===== src/rtl/cmd_pkg.sv =====
// cmd_pkg: command packet, opcode/status codes and executor state type
package cmd_pkg;
  localparam int CMD_ADDR_W = 16;
  localparam logic [7:0] OP_READ = 8'h52;
  localparam logic [7:0] OP_WRITE = 8'h57;
  localparam logic [7:0] ST_OK = 8'h4B;
  localparam logic [7:0] ST_ERR = 8'h45;
  localparam logic [7:0] ST_TIMEOUT = 8'h54;
  typedef struct packed {
    logic [7:0] opcode;
    logic [CMD_ADDR_W-1:0] addr;
    logic [31:0] data;
  } cmd_packet_t;
  typedef enum logic [2:0] {IDLE, DECODE, MEM_REQ, MEM_WAIT, RESP} exec_state_t;
endpackage


===== src/rtl/cmd_executor_resp_serializer.sv =====
// resp_serializer: shifts a status byte plus optional 4 data bytes out MSB first under full backpressure
module resp_serializer (
  input  logic        clk,
  input  logic        rst,
  input  logic        load_i,
  input  logic [7:0]  status_i,
  input  logic [31:0] word_i,
  input  logic        with_data_i,
  input  logic        full_i,
  output logic        wr_en_o,
  output logic [7:0]  wr_data_o,
  output logic        done_o
);
  logic [39:0] shreg_q, shreg_d;
  logic [2:0] left_q, left_d;
  always_comb begin
    wr_en_o = (left_q != 3'd0) && !full_i && !rst;
    shreg_d = load_i ? {status_i, word_i} : wr_en_o ? {shreg_q[31:0], 8'h00} : shreg_q;
    left_d = load_i ? (with_data_i ? 3'd5 : 3'd1) : left_q - 3'(wr_en_o);
  end
  assign wr_data_o = shreg_q[39:32];
  assign done_o = wr_en_o && (left_q == 3'd1);
  always_ff @(posedge clk) begin
    if (rst) begin
      shreg_q <= '0;
      left_q <= '0;
    end else begin
      shreg_q <= shreg_d;
      left_q <= left_d;
    end
  end
endmodule


===== src/rtl/cmd_executor.sv =====
// cmd_executor: pops parsed commands, performs one memory word access and streams a status/data response
module cmd_executor
  import cmd_pkg::*;
#(
  parameter int ADDR_W = CMD_ADDR_W,
  parameter int TIMEOUT_CYCLES = 1024
) (
  input  logic              clk,
  input  logic              rst,
  input  logic              cmd_fifo_valid,
  input  cmd_packet_t       cmd_fifo_rd_data,
  output logic              cmd_fifo_rd_en,
  output logic              mem_req,
  output logic              mem_we,
  output logic [ADDR_W-1:0] mem_addr,
  output logic [31:0]       mem_wdata,
  input  logic              mem_ready,
  input  logic              mem_rvalid,
  input  logic [31:0]       mem_rdata,
  input  logic              resp_fifo_full,
  output logic              resp_fifo_wr_en,
  output logic [7:0]        resp_fifo_wr_data,
  output logic              busy
);
  localparam int CW = (TIMEOUT_CYCLES > 1) ? $clog2(TIMEOUT_CYCLES) : 1;
  localparam logic [CW-1:0] TERM = CW'(TIMEOUT_CYCLES - 1);
  exec_state_t state_q, state_d;
  cmd_packet_t cmd_q, cmd_d;
  logic [CW-1:0] cnt_q, cnt_d;
  logic ld, wd, ser_done, is_rd, is_wr, term;
  logic [7:0] st;
  assign is_rd = cmd_q.opcode == OP_READ;
  assign is_wr = cmd_q.opcode == OP_WRITE;
  assign term = cnt_q == TERM;
  always_comb begin
    state_d = state_q;
    cmd_d = cmd_q;
    cnt_d = cnt_q + CW'(1);
    ld = 1'b0;
    wd = 1'b0;
    st = ST_OK;
    case (state_q)
      IDLE: begin
        cnt_d = '0;
        if (cmd_fifo_valid) begin
          cmd_d = cmd_fifo_rd_data;
          state_d = DECODE;
        end
      end
      DECODE: begin
        cnt_d = '0;
        if (is_rd || is_wr) state_d = MEM_REQ;
        else begin
          ld = 1'b1;
          st = ST_ERR;
          state_d = RESP;
        end
      end
      MEM_REQ: begin
        if (mem_ready) begin
          cnt_d = '0;
          ld = is_wr;
          state_d = is_wr ? RESP : MEM_WAIT;
        end else if (term) begin
          ld = 1'b1;
          st = ST_TIMEOUT;
          state_d = RESP;
        end
      end
      MEM_WAIT: begin
        if (mem_rvalid) begin
          ld = 1'b1;
          wd = 1'b1;
          state_d = RESP;
        end else if (term) begin
          ld = 1'b1;
          st = ST_TIMEOUT;
          state_d = RESP;
        end
      end
      RESP: begin
        cnt_d = '0;
        if (ser_done) state_d = IDLE;
      end
      default: state_d = IDLE;
    endcase
  end
  always_ff @(posedge clk) begin
    if (rst) begin
      state_q <= IDLE;
      cmd_q <= '0;
      cnt_q <= '0;
    end else begin
      state_q <= state_d;
      cmd_q <= cmd_d;
      cnt_q <= cnt_d;
    end
  end
  assign cmd_fifo_rd_en = (state_q == IDLE) && cmd_fifo_valid && !rst;
  assign mem_req = (state_q == MEM_REQ) && !rst;
  assign mem_we = mem_req && is_wr;
  assign mem_addr = ADDR_W'(cmd_q.addr);
  assign mem_wdata = cmd_q.data;
  assign busy = state_q != IDLE;
  resp_serializer u_ser (
    .clk(clk),
    .rst(rst),
    .load_i(ld),
    .status_i(st),
    .word_i(wd ? mem_rdata : 32'h0),
    .with_data_i(wd),
    .full_i(resp_fifo_full),
    .wr_en_o(resp_fifo_wr_en),
    .wr_data_o(resp_fifo_wr_data),
    .done_o(ser_done)
  );
endmodule


===== config.mk =====
export PLATFORM = sky130hd
export DESIGN_NAME = cmd_executor
export DESIGN_NICKNAME = d
export VERILOG_FILES = /design/src/rtl/cmd_pkg.sv /design/src/rtl/cmd_executor_resp_serializer.sv /design/src/rtl/cmd_executor.sv
export SDC_FILE = /design/constraint.sdc
export NUM_CORES = 1
export LEC_CHECK = 0
export ABC_AREA = 1
export CORE_MARGIN = 2
export CORE_UTILIZATION = 47
export CTS_CLUSTER_SIZE = 30
export DETAILED_ROUTE_END_ITERATION = 16
export MAX_ROUTING_LAYER = met4
export PLACE_DENSITY = 0.78
export SLEW_MARGIN = 10
export SYNTH_ARGS = -nofsm -noshare
export SYNTH_HDL_FRONTEND = slang
export SYNTH_SLANG_ARGS = --single-unit
export TNS_END_PERCENT = 20

===== constraint.sdc =====
create_clock -name clk -period 1.83 [get_ports clk]
set_input_delay 0.183 -clock clk [delete_from_list [all_inputs] [get_ports clk]]
set_output_delay 0.183 -clock clk [all_outputs]
set_load 0.1 [all_outputs]

==> run summary <==
================================================================================
Worst relative slew slack                                                  77.6%
Max FO, Critical Path                                                          5
Clock tree from TritonCTS                                                  built
Number of hold violations in the final report                                  0
Total of max-cap violations                                                    0
Sequential Area                                                        2240 um^2
Number of nets produced by synthesis                                         748
Final Cell Area                                                        6570 um^2
DR pass1 iterations                                                            4
Placeable core area                                                  10,700 um^2
Via/cell ratio                                                              4.95
Worst-margin pin slew                                                     333 ps
Routed vias                                                                4,389
Number of nets with antenna violations after detailed routing                  0
Max-slew violations                                                            0
Number of distinct library cells after synthesis                              39
Final cycle utilization of the critical path                               96.4%
Startpoint type of the worst setup path                                     flop
RSZ-0062 raised after global routing                                        true
Per-instance average area after synthesis                              7.82 um^2
CTS H-Tree Depth                                                               3
Signal arrival time at the worst endpoint                                1580 ps
Half-perimeter wire length after placement                               8410 um
Worst setup skew after layout                                            9.05 ps
Post-route DRC violation count                                                 0
Final GP Congestion                                                        0.789
Total area of multi-input combinational cells                          1980 um^2
Iteration-0 DRC Markers                                                      193
Share of async-settable or async-resettable flops after synthesis             0%
Fraction of the yosys area taken by sequential cells                       44.0%
Outcome                                                                completed
CTS Hold Bufs                                                                  0
Filler-free cell count of the finished design                                886
#FFs+latches synth                                                           112
Share of layout cells above drive strength 1                               18.6%
Largest net degree at the start of global routing                             47
PortBufs                                                                     154
Number of enable-type register cells in the synthesized netlist                0
Primary FF master, synth                                            sky130_fd_sc_hd__dfxtp_1
Setup violations, final                                                        0
Initial antenna violation count                                                0
Clock sinks                                                                  112
Kind of end point of the critical path                              primary output
Row cnt                                                                       38
Number of placed instances with taps included                                869
Global-route congestion overflow total                                         0
Clock transition at the registers of the reported paths                   110 ps
Max clock buf depth                                                            2
Aggregate routed wire length                                           11,500 um
Post-Place Cell Area                                                   6340 um^2
Power density normalized to cell area                               1170 nW/um^2
CTS buffer count                                                               9
Total standard cell area after synthesis                               5090 um^2
Min cycle time layout                                                    1760 ps
Critical Path RT                                                         1650 ps
Max IR drop VDD                                                       0.000952 V
Die outline area                                                     11,700 um^2
Worst Hold Slack                                                          371 ps
Worst Path Class, Setup                                             flop to primary output
Final layout net count                                                       838
WL/cell                                                                  13.0 um
Via count of the first global-routing pass                                 4,177
Final Power                                                              7690 uW
Die width                                                                 108 um
Overall die height                                                        108 um
Wire length of the first global-routing pass                           18,600 um
Initial core utilization                                                   47.6%
Filler Cells Inserted                                                        935
Synth warnings                                                                 0
Fmax                                                                     567 MHz
Layout-stage area growth over the synthesis result                         29.0%
Clock Latency Late Sink                                                   370 ps
Worst min-delay path class                                          input pin to flop
Total leakage power                                                   0.00266 uW
Post-synthesis instance total                                                651
Root buf cell                                                       sky130_fd_sc_hd__clkbuf_8
# diodes                                                                       0
Overall routing resource usage                                             20.3%
Top-Level Pins                                                               155
================================================================================
-- registers in the layout, indices dropped and copies added, names as in the netlist --
signal and count:
u_ser.left_q 3, cnt_q 10, u_ser.shreg_q 40, mem_wdata 32
mem_addr 16, state_q 3, cmd_q 8
-- area by class of cell --
class,instances,area share [%]
clock buffers,9,1.89
inverters,84,4.80
flip-flops and latches,112,34.2
multi-input cells,363,30.1
repair buffers,171,25.2
well taps,140,2.67
clock inverters,7,1.18
-- cells in the mapped netlist (3+ instances only) --
cell type | count | share of area, %
sky130_fd_sc_hd__nor2_4 | 4 | 0.88
sky130_fd_sc_hd__nand3_2 | 9 | 1.8
sky130_fd_sc_hd__nor2_1 | 24 | 1.8
sky130_fd_sc_hd__a21oi_1 | 67 | 6.6
sky130_fd_sc_hd__dfxtp_1 | 112 | 44
sky130_fd_sc_hd__buf_2 | 10 | 0.98
sky130_fd_sc_hd__clkbuf_1 | 21 | 1.5
sky130_fd_sc_hd__nand3_1 | 36 | 3.5
sky130_fd_sc_hd__o21ai_1 | 15 | 1.5
sky130_fd_sc_hd__nand2_1 | 67 | 4.9
sky130_fd_sc_hd__nand4_1 | 5 | 0.61
sky130_fd_sc_hd__nand2_2 | 6 | 0.74
sky130_fd_sc_hd__buf_4 | 58 | 8.5
sky130_fd_sc_hd__mux2i_1 | 5 | 0.98
sky130_fd_sc_hd__nor3_1 | 4 | 0.39
sky130_fd_sc_hd__ha_1 | 3 | 0.74
sky130_fd_sc_hd__inv_1 | 82 | 6.0
sky130_fd_sc_hd__a21oi_2 | 10 | 1.7
sky130_fd_sc_hd__o21ai_0 | 87 | 8.5
-- cell usage in the layout, fill, tap and decap left out, types with 2 or more instances in the layout --
cell,netlist,layout
sky130_fd_sc_hd__dfxtp_1,112,111
sky130_fd_sc_hd__clkdlybuf4s50_1,0,93
sky130_fd_sc_hd__o21ai_0,87,86
sky130_fd_sc_hd__inv_1,82,81
sky130_fd_sc_hd__nand2_1,67,67
sky130_fd_sc_hd__a21oi_1,67,67
sky130_fd_sc_hd__buf_4,58,67
sky130_fd_sc_hd__nand3_1,36,35
sky130_fd_sc_hd__nor2_1,24,21
sky130_fd_sc_hd__o21ai_1,15,16
sky130_fd_sc_hd__buf_12,1,11
sky130_fd_sc_hd__a21oi_2,10,10
sky130_fd_sc_hd__nand3_2,9,9
sky130_fd_sc_hd__clkbuf_8,0,9
sky130_fd_sc_hd__nand2_2,6,6
sky130_fd_sc_hd__nor2_4,4,5
sky130_fd_sc_hd__nand4_1,5,5
sky130_fd_sc_hd__mux2i_1,5,5
sky130_fd_sc_hd__nor2_2,2,4
sky130_fd_sc_hd__inv_2,2,3
sky130_fd_sc_hd__nor3_1,4,3
sky130_fd_sc_hd__ha_1,3,3
sky130_fd_sc_hd__inv_6,0,3
sky130_fd_sc_hd__nor3_4,0,2
sky130_fd_sc_hd__nand3_4,1,2
sky130_fd_sc_hd__nand3b_1,2,2
sky130_fd_sc_hd__xor2_1,2,2
sky130_fd_sc_hd__nor3b_1,2,2
-- path summary, 6_finish.rpt --
kind	from	end	slack, ps	cells past startpoint
worst max-delay path	state_q[2]	mem_we	70	4
worst min-delay path	mem_rdata[31]	u_ser.shreg_q[31]	370	3
worst max register to register	cnt_q[0]	u_ser.shreg_q[32]	160	12
worst min register to register	cmd_q[54]	cmd_q[54]	450	2
-- per-stage QoR --
step                utilization, %  TNS [ps]  setup WS (ps)
finish                        61.4         0           66.6
detailed placement            59.3         0           87.1
global placement              59.3         0            169
floorplan                        -      -272           -272
global route                  61.4     -34.0          -31.3
CTS                           61.3         0           17.0
-- report_power, final --
part	switching (uW)	internal [uW]
Combinational	2390	856
Clock	882	649
Sequential	171	2740
-- per-layer routing --
metal,up-vias,track usage (%),share of wire (%)
met4,0,5.59,0.85
met3,8,4.94,6.4
met5,-,-,0
li1,2236,-,-
met2,137,34.6,50
met1,2008,24.0,43
-- timing repair --
item,in CTS,in global routing
resized for setup,2,3
setup buffers,0,1
pin swaps,1,1
endpoints found under the setup margin,2,4
-- critical path: stages (launching register included) --
cell and delay (ps):
sky130_fd_sc_hd__dfxtp_1 390, sky130_fd_sc_hd__nor3_4 280, sky130_fd_sc_hd__inv_1 130, sky130_fd_sc_hd__nor3_4 210, sky130_fd_sc_hd__buf_12 200
-- cells by family after synthesis --
kind of cell	after synthesis	synth area share (%)
AOI/OAI and AO/OA	183	18.9
adders and majority gates	3	0.737
and+or+nand+nor	169	16.9
buffers and inverters	176	18.0
xor gates and xnor gates	3	0.516
DFF	112	44.0
muxes	5	0.983
Power figures use the tool's default switching activity.
